===== src/rtl/mem_port_arbiter.sv =====
// mem_port_arbiter
// ----------------
// Shares the processor's single memory port between two requesters:
//   C port = core datapath, L port = program/data loader.
// Each requester uses a req/gnt handshake. A transfer happens in any cycle
// where Req and Gnt are both high. Ownership is round-robin with a burst
// limit. The accepted command is registered onto the memory pins. Read data
// is routed back to the issuing port by a tag pipeline whose length matches
// the memory read latency.
//
// Optional feature: define ARB_STALL_CNT_EN to add the 16-bit saturating
// stall counters o_cStallCnt / o_lStallCnt. Each counts the cycles where
// that port's Req is high and its Gnt is low.
//
// Ports:
//   i_clk, i_rst           clock, asynchronous active-low reset
//   i_cReq/i_cWe/i_cAddr/i_cWData   core command (held until o_cGnt)
//   o_cGnt                 core handshake accept (combinational)
//   o_cRValid/o_cRData     core read return
//   i_lReq ... o_lRData    same set of signals for the loader
//   i_memData              memory read data
//   o_memData/o_memAddr    registered memory write data / address
//   o_memWrEnable/o_memRdEnable  registered memory strobes
module mem_port_arbiter #(
  parameter int DATA_W     = 16,
  parameter int ADDR_W     = 16,
  parameter int MAX_BURST  = 4,
  parameter int RD_LATENCY = 1
) (
  input  logic              i_clk,
  input  logic              i_rst,
  input  logic              i_cReq,
  input  logic              i_cWe,
  input  logic [ADDR_W-1:0] i_cAddr,
  input  logic [DATA_W-1:0] i_cWData,
  output logic              o_cGnt,
  output logic              o_cRValid,
  output logic [DATA_W-1:0] o_cRData,
  input  logic              i_lReq,
  input  logic              i_lWe,
  input  logic [ADDR_W-1:0] i_lAddr,
  input  logic [DATA_W-1:0] i_lWData,
  output logic              o_lGnt,
  output logic              o_lRValid,
  output logic [DATA_W-1:0] o_lRData,
  input  logic [DATA_W-1:0] i_memData,
  output logic [DATA_W-1:0] o_memData,
  output logic [ADDR_W-1:0] o_memAddr,
  output logic              o_memWrEnable,
  output logic              o_memRdEnable
`ifdef ARB_STALL_CNT_EN
  ,
  output logic [15:0]       o_cStallCnt,
  output logic [15:0]       o_lStallCnt
`endif
);

  typedef enum logic [1:0] {OWN_NONE, OWN_CORE, OWN_LOAD} owner_e;

  localparam int CNT_W = (MAX_BURST > 1) ? $clog2(MAX_BURST) : 1;
  localparam logic [CNT_W-1:0] CNT_LAST = CNT_W'(MAX_BURST - 1);

  owner_e             owner_q, owner_d;
  logic [CNT_W-1:0]   burst_cnt_q, burst_cnt_d;
  logic               last_load_q, last_load_d;   // 1: loader was served last
  logic [ADDR_W-1:0]  mem_addr_q, mem_addr_d;
  logic [DATA_W-1:0]  mem_wdata_q, mem_wdata_d;
  logic               mem_we_q, mem_we_d;
  logic               mem_re_q, mem_re_d;
  logic [RD_LATENCY:0] tag_valid_q, tag_valid_d;
  logic [RD_LATENCY:0] tag_load_q, tag_load_d;
  logic [DATA_W-1:0]  c_rdata_q, c_rdata_d;
  logic [DATA_W-1:0]  l_rdata_q, l_rdata_d;

  logic              c_gnt, l_gnt, xfer;
  logic              sel_we;
  logic [ADDR_W-1:0] sel_addr;
  logic [DATA_W-1:0] sel_wdata;
  logic              c_rvalid, l_rvalid;

  // Grant follows the registered owner. Only one owner exists at a time,
  // so at most one grant can be high.
  always_comb begin
    c_gnt     = (owner_q == OWN_CORE) && i_cReq;
    l_gnt     = (owner_q == OWN_LOAD) && i_lReq;
    xfer      = c_gnt || l_gnt;
    sel_we    = c_gnt ? i_cWe    : i_lWe;
    sel_addr  = c_gnt ? i_cAddr  : i_lAddr;
    sel_wdata = c_gnt ? i_cWData : i_lWData;
  end

  // Owner selection. An owner that still has its Req high is transferring
  // in this cycle. It gives the port up when its burst budget runs out and
  // the other side is waiting. The count saturates at the last burst slot,
  // so a requester that arrives late waits for at most one more transfer.
  always_comb begin
    owner_d     = owner_q;
    burst_cnt_d = burst_cnt_q;
    last_load_d = last_load_q;
    case (owner_q)
      OWN_NONE: begin
        if (i_cReq && i_lReq) owner_d = last_load_q ? OWN_CORE : OWN_LOAD;
        else if (i_cReq)      owner_d = OWN_CORE;
        else if (i_lReq)      owner_d = OWN_LOAD;
      end
      OWN_CORE: begin
        if (!i_cReq)                                 owner_d = i_lReq ? OWN_LOAD : OWN_NONE;
        else if (i_lReq && burst_cnt_q == CNT_LAST)  owner_d = OWN_LOAD;
        else if (burst_cnt_q != CNT_LAST)            burst_cnt_d = burst_cnt_q + 1'b1;
      end
      OWN_LOAD: begin
        if (!i_lReq)                                 owner_d = i_cReq ? OWN_CORE : OWN_NONE;
        else if (i_cReq && burst_cnt_q == CNT_LAST)  owner_d = OWN_CORE;
        else if (burst_cnt_q != CNT_LAST)            burst_cnt_d = burst_cnt_q + 1'b1;
      end
      default: owner_d = OWN_NONE;
    endcase
    if (owner_d != owner_q) burst_cnt_d = '0;
    if (c_gnt)      last_load_d = 1'b0;
    else if (l_gnt) last_load_d = 1'b1;
  end

  // Command stage and read-tag pipeline. Tag stage 0 lines up with the read
  // strobe on the pins, and stage RD_LATENCY lines up with i_memData.
  always_comb begin
    mem_addr_d  = xfer ? sel_addr  : mem_addr_q;
    mem_wdata_d = xfer ? sel_wdata : mem_wdata_q;
    mem_we_d    = xfer && sel_we;
    mem_re_d    = xfer && !sel_we;
    tag_valid_d = {tag_valid_q[RD_LATENCY-1:0], xfer && !sel_we};
    tag_load_d  = {tag_load_q[RD_LATENCY-1:0], l_gnt};
  end

  // Read return. The tagged port sees the memory data directly. The other
  // port keeps showing the last data it received.
  always_comb begin
    c_rvalid  = tag_valid_q[RD_LATENCY] && !tag_load_q[RD_LATENCY];
    l_rvalid  = tag_valid_q[RD_LATENCY] &&  tag_load_q[RD_LATENCY];
    c_rdata_d = c_rvalid ? i_memData : c_rdata_q;
    l_rdata_d = l_rvalid ? i_memData : l_rdata_q;
  end

  always_ff @(posedge i_clk or negedge i_rst) begin
    if (!i_rst) begin
      owner_q     <= OWN_NONE;
      burst_cnt_q <= '0;
      last_load_q <= 1'b1;
      mem_addr_q  <= '0;
      mem_wdata_q <= '0;
      mem_we_q    <= 1'b0;
      mem_re_q    <= 1'b0;
      tag_valid_q <= '0;
      tag_load_q  <= '0;
      c_rdata_q   <= '0;
      l_rdata_q   <= '0;
    end else begin
      owner_q     <= owner_d;
      burst_cnt_q <= burst_cnt_d;
      last_load_q <= last_load_d;
      mem_addr_q  <= mem_addr_d;
      mem_wdata_q <= mem_wdata_d;
      mem_we_q    <= mem_we_d;
      mem_re_q    <= mem_re_d;
      tag_valid_q <= tag_valid_d;
      tag_load_q  <= tag_load_d;
      c_rdata_q   <= c_rdata_d;
      l_rdata_q   <= l_rdata_d;
    end
  end

  assign o_cGnt        = c_gnt;
  assign o_lGnt        = l_gnt;
  assign o_cRValid     = c_rvalid;
  assign o_lRValid     = l_rvalid;
  assign o_cRData      = c_rdata_d;
  assign o_lRData      = l_rdata_d;
  assign o_memAddr     = mem_addr_q;
  assign o_memData     = mem_wdata_q;
  assign o_memWrEnable = mem_we_q;
  assign o_memRdEnable = mem_re_q;

`ifdef ARB_STALL_CNT_EN
  logic [15:0] c_stall_q, c_stall_d;
  logic [15:0] l_stall_q, l_stall_d;

  // Stall counters: cycles spent requesting without a grant, saturating.
  always_comb begin
    c_stall_d = c_stall_q;
    l_stall_d = l_stall_q;
    if (i_cReq && !c_gnt && c_stall_q != 16'hFFFF) c_stall_d = c_stall_q + 16'd1;
    if (i_lReq && !l_gnt && l_stall_q != 16'hFFFF) l_stall_d = l_stall_q + 16'd1;
  end

  always_ff @(posedge i_clk or negedge i_rst) begin
    if (!i_rst) begin
      c_stall_q <= '0;
      l_stall_q <= '0;
    end else begin
      c_stall_q <= c_stall_d;
      l_stall_q <= l_stall_d;
    end
  end

  assign o_cStallCnt = c_stall_q;
  assign o_lStallCnt = l_stall_q;
`endif

endmodule


===== config.mk =====
export PLATFORM = sky130hd
export DESIGN_NAME = mem_port_arbiter
export DESIGN_NICKNAME = d
export VERILOG_FILES = /design/src/rtl/mem_port_arbiter.sv
export SDC_FILE = /design/constraint.sdc
export NUM_CORES = 1
export LEC_CHECK = 0
export ABC_AREA = 1
export CORE_ASPECT_RATIO = 1.2
export CORE_MARGIN = 3
export CORE_UTILIZATION = 41
export CTS_CLUSTER_DIAMETER = 60
export DETAILED_ROUTE_END_ITERATION = 12
export GPL_ROUTABILITY_DRIVEN = 0
export PLACE_DENSITY = 0.88
export SYNTH_ARGS = -nofsm -noshare
export SYNTH_HDL_FRONTEND = slang
export SYNTH_SLANG_ARGS = --single-unit

===== constraint.sdc =====
create_clock -name i_clk -period 1.64 [get_ports i_clk]
set_clock_uncertainty 0.05 [all_clocks]
set_input_delay 0.164 -clock i_clk [delete_from_list [all_inputs] [get_ports i_clk]]
set_output_delay 0.164 -clock i_clk [all_outputs]
set_load 0.1 [all_outputs]

; After elaboration in Yosys (flattened, before gate mapping)
; Index checks and enable logic that the tools add are counted.
; W data, S select, Z words.
[op_classes]
n_addsub = 1
eq_ne = 9
mux = 25
n_reduce_logical = 16
[ops]
columns = operator, count
row1 = $mux W16, 4
row2 = $mux W2, 15
row3 = $ne A3 B2 Y1 const B, 4
row4 = $logic_and A1 B1 Y1, 9
row5 = $pmux W2 S3, 1
row6 = $reduce_and A5 Y1, 1
row7 = $eq A2 B2 Y1 const B, 2
row8 = $mux W1, 4
row9 = $pmux W2 S2, 1
row10 = $reduce_bool A3 Y1, 1
row11 = $add A2 B1 Y2 const B, 1
row12 = $eq A2 B1 Y1 const B, 1
row13 = $logic_not A1 Y1, 2
row14 = $logic_not A2 Y1, 1
row15 = $ne A2 B2 Y1, 1
row16 = $ne A2 B2 Y1 const B, 1
row17 = $reduce_bool A2 Y1, 1
row18 = $logic_or A1 B1 Y1, 1
[totals]
reg_bits = 75
in_bits = 86
output_inout_bits = 70
wordCells = 62

; Depth between registers and ports, before layout
; Gate-level depths: netlist (run 1).
[depth]
ltp_word = 8
mapped_depth = 11
depth_no_buf = 11

; Worst setup path before layout (run 1)
; No wires, ideal clock.
[synth_path]
kind = register -> register
start = register tag_load_q[1]
end = register c_rdata_q[0]
setup_ps = 353
arrival_ps = 4351
path_slack_ps = -3115
path_stages_with_launch = 5
n_path_buf = 1
synth_period_minus_slack_ps = 4755
path_cell_list = dfrtp_1 > nor2_1 > inv_1 > clkbuf_1 > o21ai_0
[synth_between]
elab_chain_cells = 3
[synth_lines]
columns = item, line
row1 = "start, declared", 71  ; logic [RD_LATENCY:0] tag_load_q, tag_load_d;
row2 = "start signal, assigned", 165  ; tag_load_q <= tag_load_d;
row3 = $logic_not A1 Y1, 137  ; c_rvalid = tag_valid_q[RD_LATENCY] && !tag_load_q[RD_LATENCY];
row4 = $logic_and A1 B1 Y1, 137
row5 = named net o_cRValid, 37  ; output logic o_cRValid,
row6 = $mux W16, 139  ; c_rdata_d = c_rvalid ? i_memData : c_rdata_q;
row7 = named net o_cRData[0], 38  ; output logic [DATA_W-1:0] o_cRData,
row8 = "end signal, assigned", 166  ; c_rdata_q <= c_rdata_d;
row9 = "end, declared", 72  ; logic [DATA_W-1:0] c_rdata_q, c_rdata_d;
; The timed path passes the listed nets, and every way through them passes these cells.
; A chain may end at the register's enable or synchronous reset.

; Worst setup path in the final report (run 1)
[layout_path]
start = register tag_load_q[1]
end = output port o_cRData[4]
[layout_between]
elab_chain_cells = 3
[layout_lines]
columns = item, line
row1 = $logic_not A1 Y1, 137
row2 = $logic_and A1 B1 Y1, 137
row3 = $mux W16, 139
row4 = "end, declared", 38
; Every way passes these cells.

==> results of run 1 <==
[registers in the layout (all words and copies together), names as in the netlist]
register       count
burst_cnt_q        2
c_rdata_q         16
l_rdata_q         16
last_load_q        1
o_memAddr         16
o_memData         16
o_memWrEnable      1
owner_q            2
tag_load_q         2
tag_valid_q        2
[routing by layer]
layer / up-vias / GRT usage (%) / part of all wire (%)
met5: - / 0 / 0
met4: 0 / 13.3 / 5.1
met3: 69 / 7.75 / 8.0
met2: 289 / 58.1 / 52
met1: 1859 / 36.5 / 35
li1: 1605 / - / -
[layout make-up]
type,count,area (um2)
inverter,35,153
sequential,74,1860
multi-input combinational,243,1690
timing repair buffer,214,2890
fill,240,513
clock buffer,12,155
tap,90,113
clock inverter,4,26.3
[worst max-delay path, stage by stage (launching register included)]
cell and delay, ps:
dfrtp_2 480, nor2_4 150, inv_4 90, buf_16 170, o21ai_4 220, buf_12 210
[placed cells by master, fill, tap and decap left out, types with 3 or more instances in the layout]
master and n:
inv_1 27, inv_2 3, o21ai_4 32, nand3_2 4, buf_16 5, nand2_1 59
clkdlybuf4s50_1 84, buf_4 42, nor2_1 39, nand3_1 7, buf_6 6, clkbuf_8 11
o21ai_1 10, ha_1 3, buf_12 76, o21ai_0 55, nand2_2 10, dfrtp_1 71
nand2_4 16
[worst paths after layout]
kind	start	to	slack [ps]	depth (start not counted)
max	tag_load_q[1]$_DFF_PN0_	o_cRData[4]	-250	5
max in group asynchronous	i_rst	o_memAddr[7]$_DFFE_PN0P_	730	3
min in group i_clk	i_lWData[8]	o_memData[8]$_DFFE_PN0P_	340	3
min	i_rst	l_rdata_q[15]$_DFF_PN0_	190	2
min reg2reg	tag_load_q[0]$_DFF_PN0_	tag_load_q[1]$_DFF_PN0_	350	0
max reg2reg	owner_q[1]$_DFF_PN0_	burst_cnt_q[0]$_DFFE_PN0P_	-80	12
[metrics by stage]
stage	TNS (ps)	hold WS (ps)	area [um2]	worst slack [ps]
final	-6120	186	6890	-253
after global routing	-7770	197	6890	-298
after CTS	-4960	215	6710	-206
after detailed placement	-1800	41.2	6050	-123
after global placement	-4.71	32.8	6050	-3.35
after floorplan	-13520	-182	3640	-436
[cell families after synthesis]
group / after synthesis / share of synthesized area [%]
buf+inv: 53 / 6.79
xor+xnor: 1 / 0.273
flops: 74 / 57.8
simple gates: 139 / 17.7
compound gates: 98 / 15.4
fa+ha+maj: 5 / 1.95
[Yosys cell counts (all sizes together)]
library cell / count / area share [%]
o221ai: 1 / 0.27
nand2: 87 / 11
buf: 9 / 1.5
dfrtp: 73 / 57
or2: 1 / 0.20
clkinv: 1 / 0.27
nand3: 11 / 2.2
nor2: 40 / 4.7
dfstp: 1 / 0.82
xor2: 1 / 0.27
inv: 34 / 4.0
o21ai: 97 / 15
clkbuf: 9 / 1.1
ha: 5 / 2.0
[timing repair]
item,4_1_cts,5_1_grt
gates resized for setup,41,27
pin swaps,12,11
setup buffers,22,18
endpoints found under the setup margin,49,43
hold buffers,1,0
endpoints found under the hold margin,54,0
gates cloned,6,0
==> results.sh, run 1 <==
export IMPL_status="finished, violations left"
export IMPL_violations="negative setup slack"
export IMPL_critPathKind="reg2out"
export IMPL_port_buffers=155
export IMPL_ant_nets=0
export IMPL_rsz0062_at_grt="true"
export IMPL_ios=156
export IMPL_drive_gt1_share_pct=38.1
export IMPL_hold_path_class="in2async"
export IMPL_dr_pass1_iters=6
export IMPL_grt_usage_pct=32.2
export IMPL_max_cap_viol_count=0
export IMPL_fin_crit_sh_pct=115
export IMPL_slew_headroom_pct=74.9
export IMPL_dp_cells=611
export IMPL_fin_crit_ps=1890
export IMPL_fmax_mhz=528
export IMPL_vias_per_cell=5.69
export IMPL_numCtsBuffers=9
export IMPL_drc=0
export IMPL_wl_per_cell_um=23.6
export IMPL_globalRouteOverflowTotal=0
export IMPL_critPathMaxFanout=8
export IMPL_clock_latency_ps=360
export IMPL_final_core_util_pct=93.1
export IMPL_syn_area_um2=3200
export IMPL_cts_root_buffer="clkbuf_8"
export IMPL_fp_row_count=34
export IMPL_area_delta_synth_final_pct=115
export IMPL_synthCells=370
export IMPL_initial_core_util_pct=43.3
export IMPL_tightest_slew_ps=377
export IMPL_dpl_hpwl_um=8360
export IMPL_setup_viol=36
export IMPL_cts_path_max_buffers=2
export IMPL_clk_pin_slew_worst_paths_ps=90
export IMPL_wl_um=15900
export IMPL_cp_required_ps=1430
export IMPL_ys_seq_area_share_pct=57.8
export IMPL_clock_sinks=74
export IMPL_worst_slack_ps=-253
export IMPL_syn_nets=461
export IMPL_ys_ff_latch=74
export IMPL_slew_viol_final=0
export IMPL_final_cells=672
export IMPL_vias=3822
export IMPL_cp_end_kind="output port"
export IMPL_cp_arrival_ps=1680
export IMPL_grt_pass1_vias=3847
export IMPL_cts_tree="built"
export IMPL_drt_iter0_markers=305
export IMPL_die_h_um=103
export IMPL_h_tree_depth=3
export IMPL_die_w_um=86.7
export IMPL_nets=668
export IMPL_n_antenna_cell=0
export IMPL_yosysWarnings=0
export IMPL_antenna_found_initial=0
export IMPL_core_um2=7400
export IMPL_startpoint_type="register"
export IMPL_synthDistinctLibCells=19
export IMPL_hold_violations=0
export IMPL_fp_dieArea_um2=8920
export IMPL_avgSynthCellArea_um2=8.66
export IMPL_grt_max_degree=35
export IMPL_grt_pass1_wl_um=21400
Power of run 1 is left out: the tool's default activity adds up to more than one toggle a clock period on the data nets, which glitch-free logic cannot reach.
==> inputs of run 2 (changes only) <==
--- a/config.mk
+++ b/config.mk
@@ -7,7 +7,7 @@
 export LEC_CHECK = 0
 export ABC_AREA = 1
 export CORE_ASPECT_RATIO = 1.2
-export CORE_MARGIN = 3
+export CORE_MARGIN = 1
 export CORE_UTILIZATION = 41
 export CTS_CLUSTER_DIAMETER = 60
 export DETAILED_ROUTE_END_ITERATION = 12
==> results.sh, run 2 (synthesized netlist as in run 1, its figures left out) <==
export IMPL_ios=156
export IMPL_drc=0
export IMPL_die_w_um=82.7
export IMPL_cp_end_kind="output port"
export IMPL_fillers=254
export IMPL_worst_r2r_cell_count=11
export IMPL_h_tree_depth=3
export IMPL_die_h_um=98.8
export IMPL_clock_sinks=74
export IMPL_violations="negative setup slack"
export IMPL_status="finished, violations left"
export IMPL_grt_pass1_wl_um=20600
export IMPL_nets=654
export IMPL_initial_core_util_pct=43.3
export IMPL_fp_row_count=34
export IMPL_max_cap_viol_count=0
export IMPL_grt_pass1_vias=3778
export IMPL_dp_cells=609
export IMPL_cp_required_ps=1430
export IMPL_startpoint_type="register"
export IMPL_holdPathStages=0
export IMPL_fp_dieArea_um2=8170
export IMPL_cts_path_max_buffers=2
export IMPL_port_buffers=155
export IMPL_slew_headroom_pct=62.5
export IMPL_globalRouteOverflowTotal=0
export IMPL_area_delta_synth_final_pct=113
export IMPL_rsz0062_at_grt="true"
export IMPL_antenna_found_initial=0
export IMPL_layout_commonest_cell="clkdlybuf4s50_1"
export IMPL_cp_arrival_ps=1690
export IMPL_hold_path_class="reg2reg"
export IMPL_fmax_mhz=524
export IMPL_tightest_slew_ps=563
export IMPL_grt_usage_pct=35.2
export IMPL_hold_violations=0
export IMPL_grt_max_degree=42
export IMPL_clock_latency_ps=340
export IMPL_ant_nets=0
export IMPL_cts_tree="built"
export IMPL_wl_per_cell_um=22.0
export IMPL_slew_viol_final=0
export IMPL_final_cell_mix="clkdlybuf4s50_1, buf_12, dfrtp_1"
export IMPL_worst_slack_ps=-268
export IMPL_critPathKind="reg2out"
export IMPL_holdWs_ps=315
export IMPL_drt_iter0_markers=217
export IMPL_fin_crit_sh_pct=116
export IMPL_n_antenna_cell=0
export IMPL_drive_gt1_share_pct=35.2
export IMPL_vias_per_cell=5.62
export IMPL_dpl_hpwl_um=7890
export IMPL_core_um2=7400
export IMPL_critPathMaxFanout=8
export IMPL_cts_root_buffer="clkbuf_8"
export IMPL_final_cells=658
export IMPL_wl_um=14500
export IMPL_numCtsBuffers=9
export IMPL_fin_crit_ps=1910
export IMPL_vias=3696
export IMPL_setup_viol=37
export IMPL_clk_pin_slew_worst_paths_ps=80
export IMPL_dr_pass1_iters=5
run 2: path summary, 6_finish.rpt:
check                                        endpoint  slack (ps)               startpoint
max                                       o_lRData[3]        -270  tag_load_q[1]$_DFF_PN0_
min                           tag_load_q[1]$_DFF_PN0_         310  tag_load_q[0]$_DFF_PN0_
max reg2reg                burst_cnt_q[1]$_DFFE_PN0P_        -200     owner_q[0]$_DFF_PN0_
min reg2reg                   tag_load_q[1]$_DFF_PN0_         310  tag_load_q[0]$_DFF_PN0_
max in group asynchronous    o_memAddr[5]$_DFFE_PN0P_         620                    i_rst
min in group asynchronous      l_rdata_q[3]$_DFF_PN0_         320                    i_rst
run 2: stage by stage:
step           worst slack [ps]  TNS [ps]  instance area (um2)  util (%)
2_1_floorplan              -436    -13520                 3640         -
3_3_place_gp             0.0402         0                 6020      81.4
3_5_place_dp               -116     -2680                 6020      81.4
4_1_cts                    -256     -6250                 6650      89.9
5_1_grt                    -370     -9270                 6820      92.1
6_report                   -268     -6890                 6820      92.1
run 2: repair_timing:
action / 4_1_cts / 5_1_grt
endpoints found under the setup margin: 71 / 49
hold endpoints to repair: 39 / 0
cloned: 5 / 1
gates resized for setup: 31 / 34
buffers inserted: 19 / 10
pin swaps: 6 / 12
hold buffers: 1 / 0
run 2: layout make-up:
class | count | area [um2] | area share [%]
Tap cell | 90 | 113 | 1.65
Clock buffer | 10 | 138 | 2.02
Multi-Input combinational cell | 243 | 1620 | 23.8
Timing Repair Buffer | 200 | 2810 | 41.3
Inverter | 35 | 163 | 2.39
Clock inverter | 6 | 114 | 1.67
Sequential cell | 74 | 1850 | 27.2
run 2: per-layer routing:
layer,part of all wire (%),vias to the layer above,wire (um),global-route usage [%]
li1,-,1573,-,-
met1,34,1801,4880,37.2
met2,52,251,7490,62.9
met3,9.2,71,1340,8.98
met4,5.4,0,778,17.0
met5,0,-,0,0
run 2: critical path, stage by stage (launching register included):
cell	delay, ps
dfrtp_1	430
nand2_2	170
bufbuf_16	330
o21ai_4	210
buf_12	210
Power of run 2 is left out for the same reason.
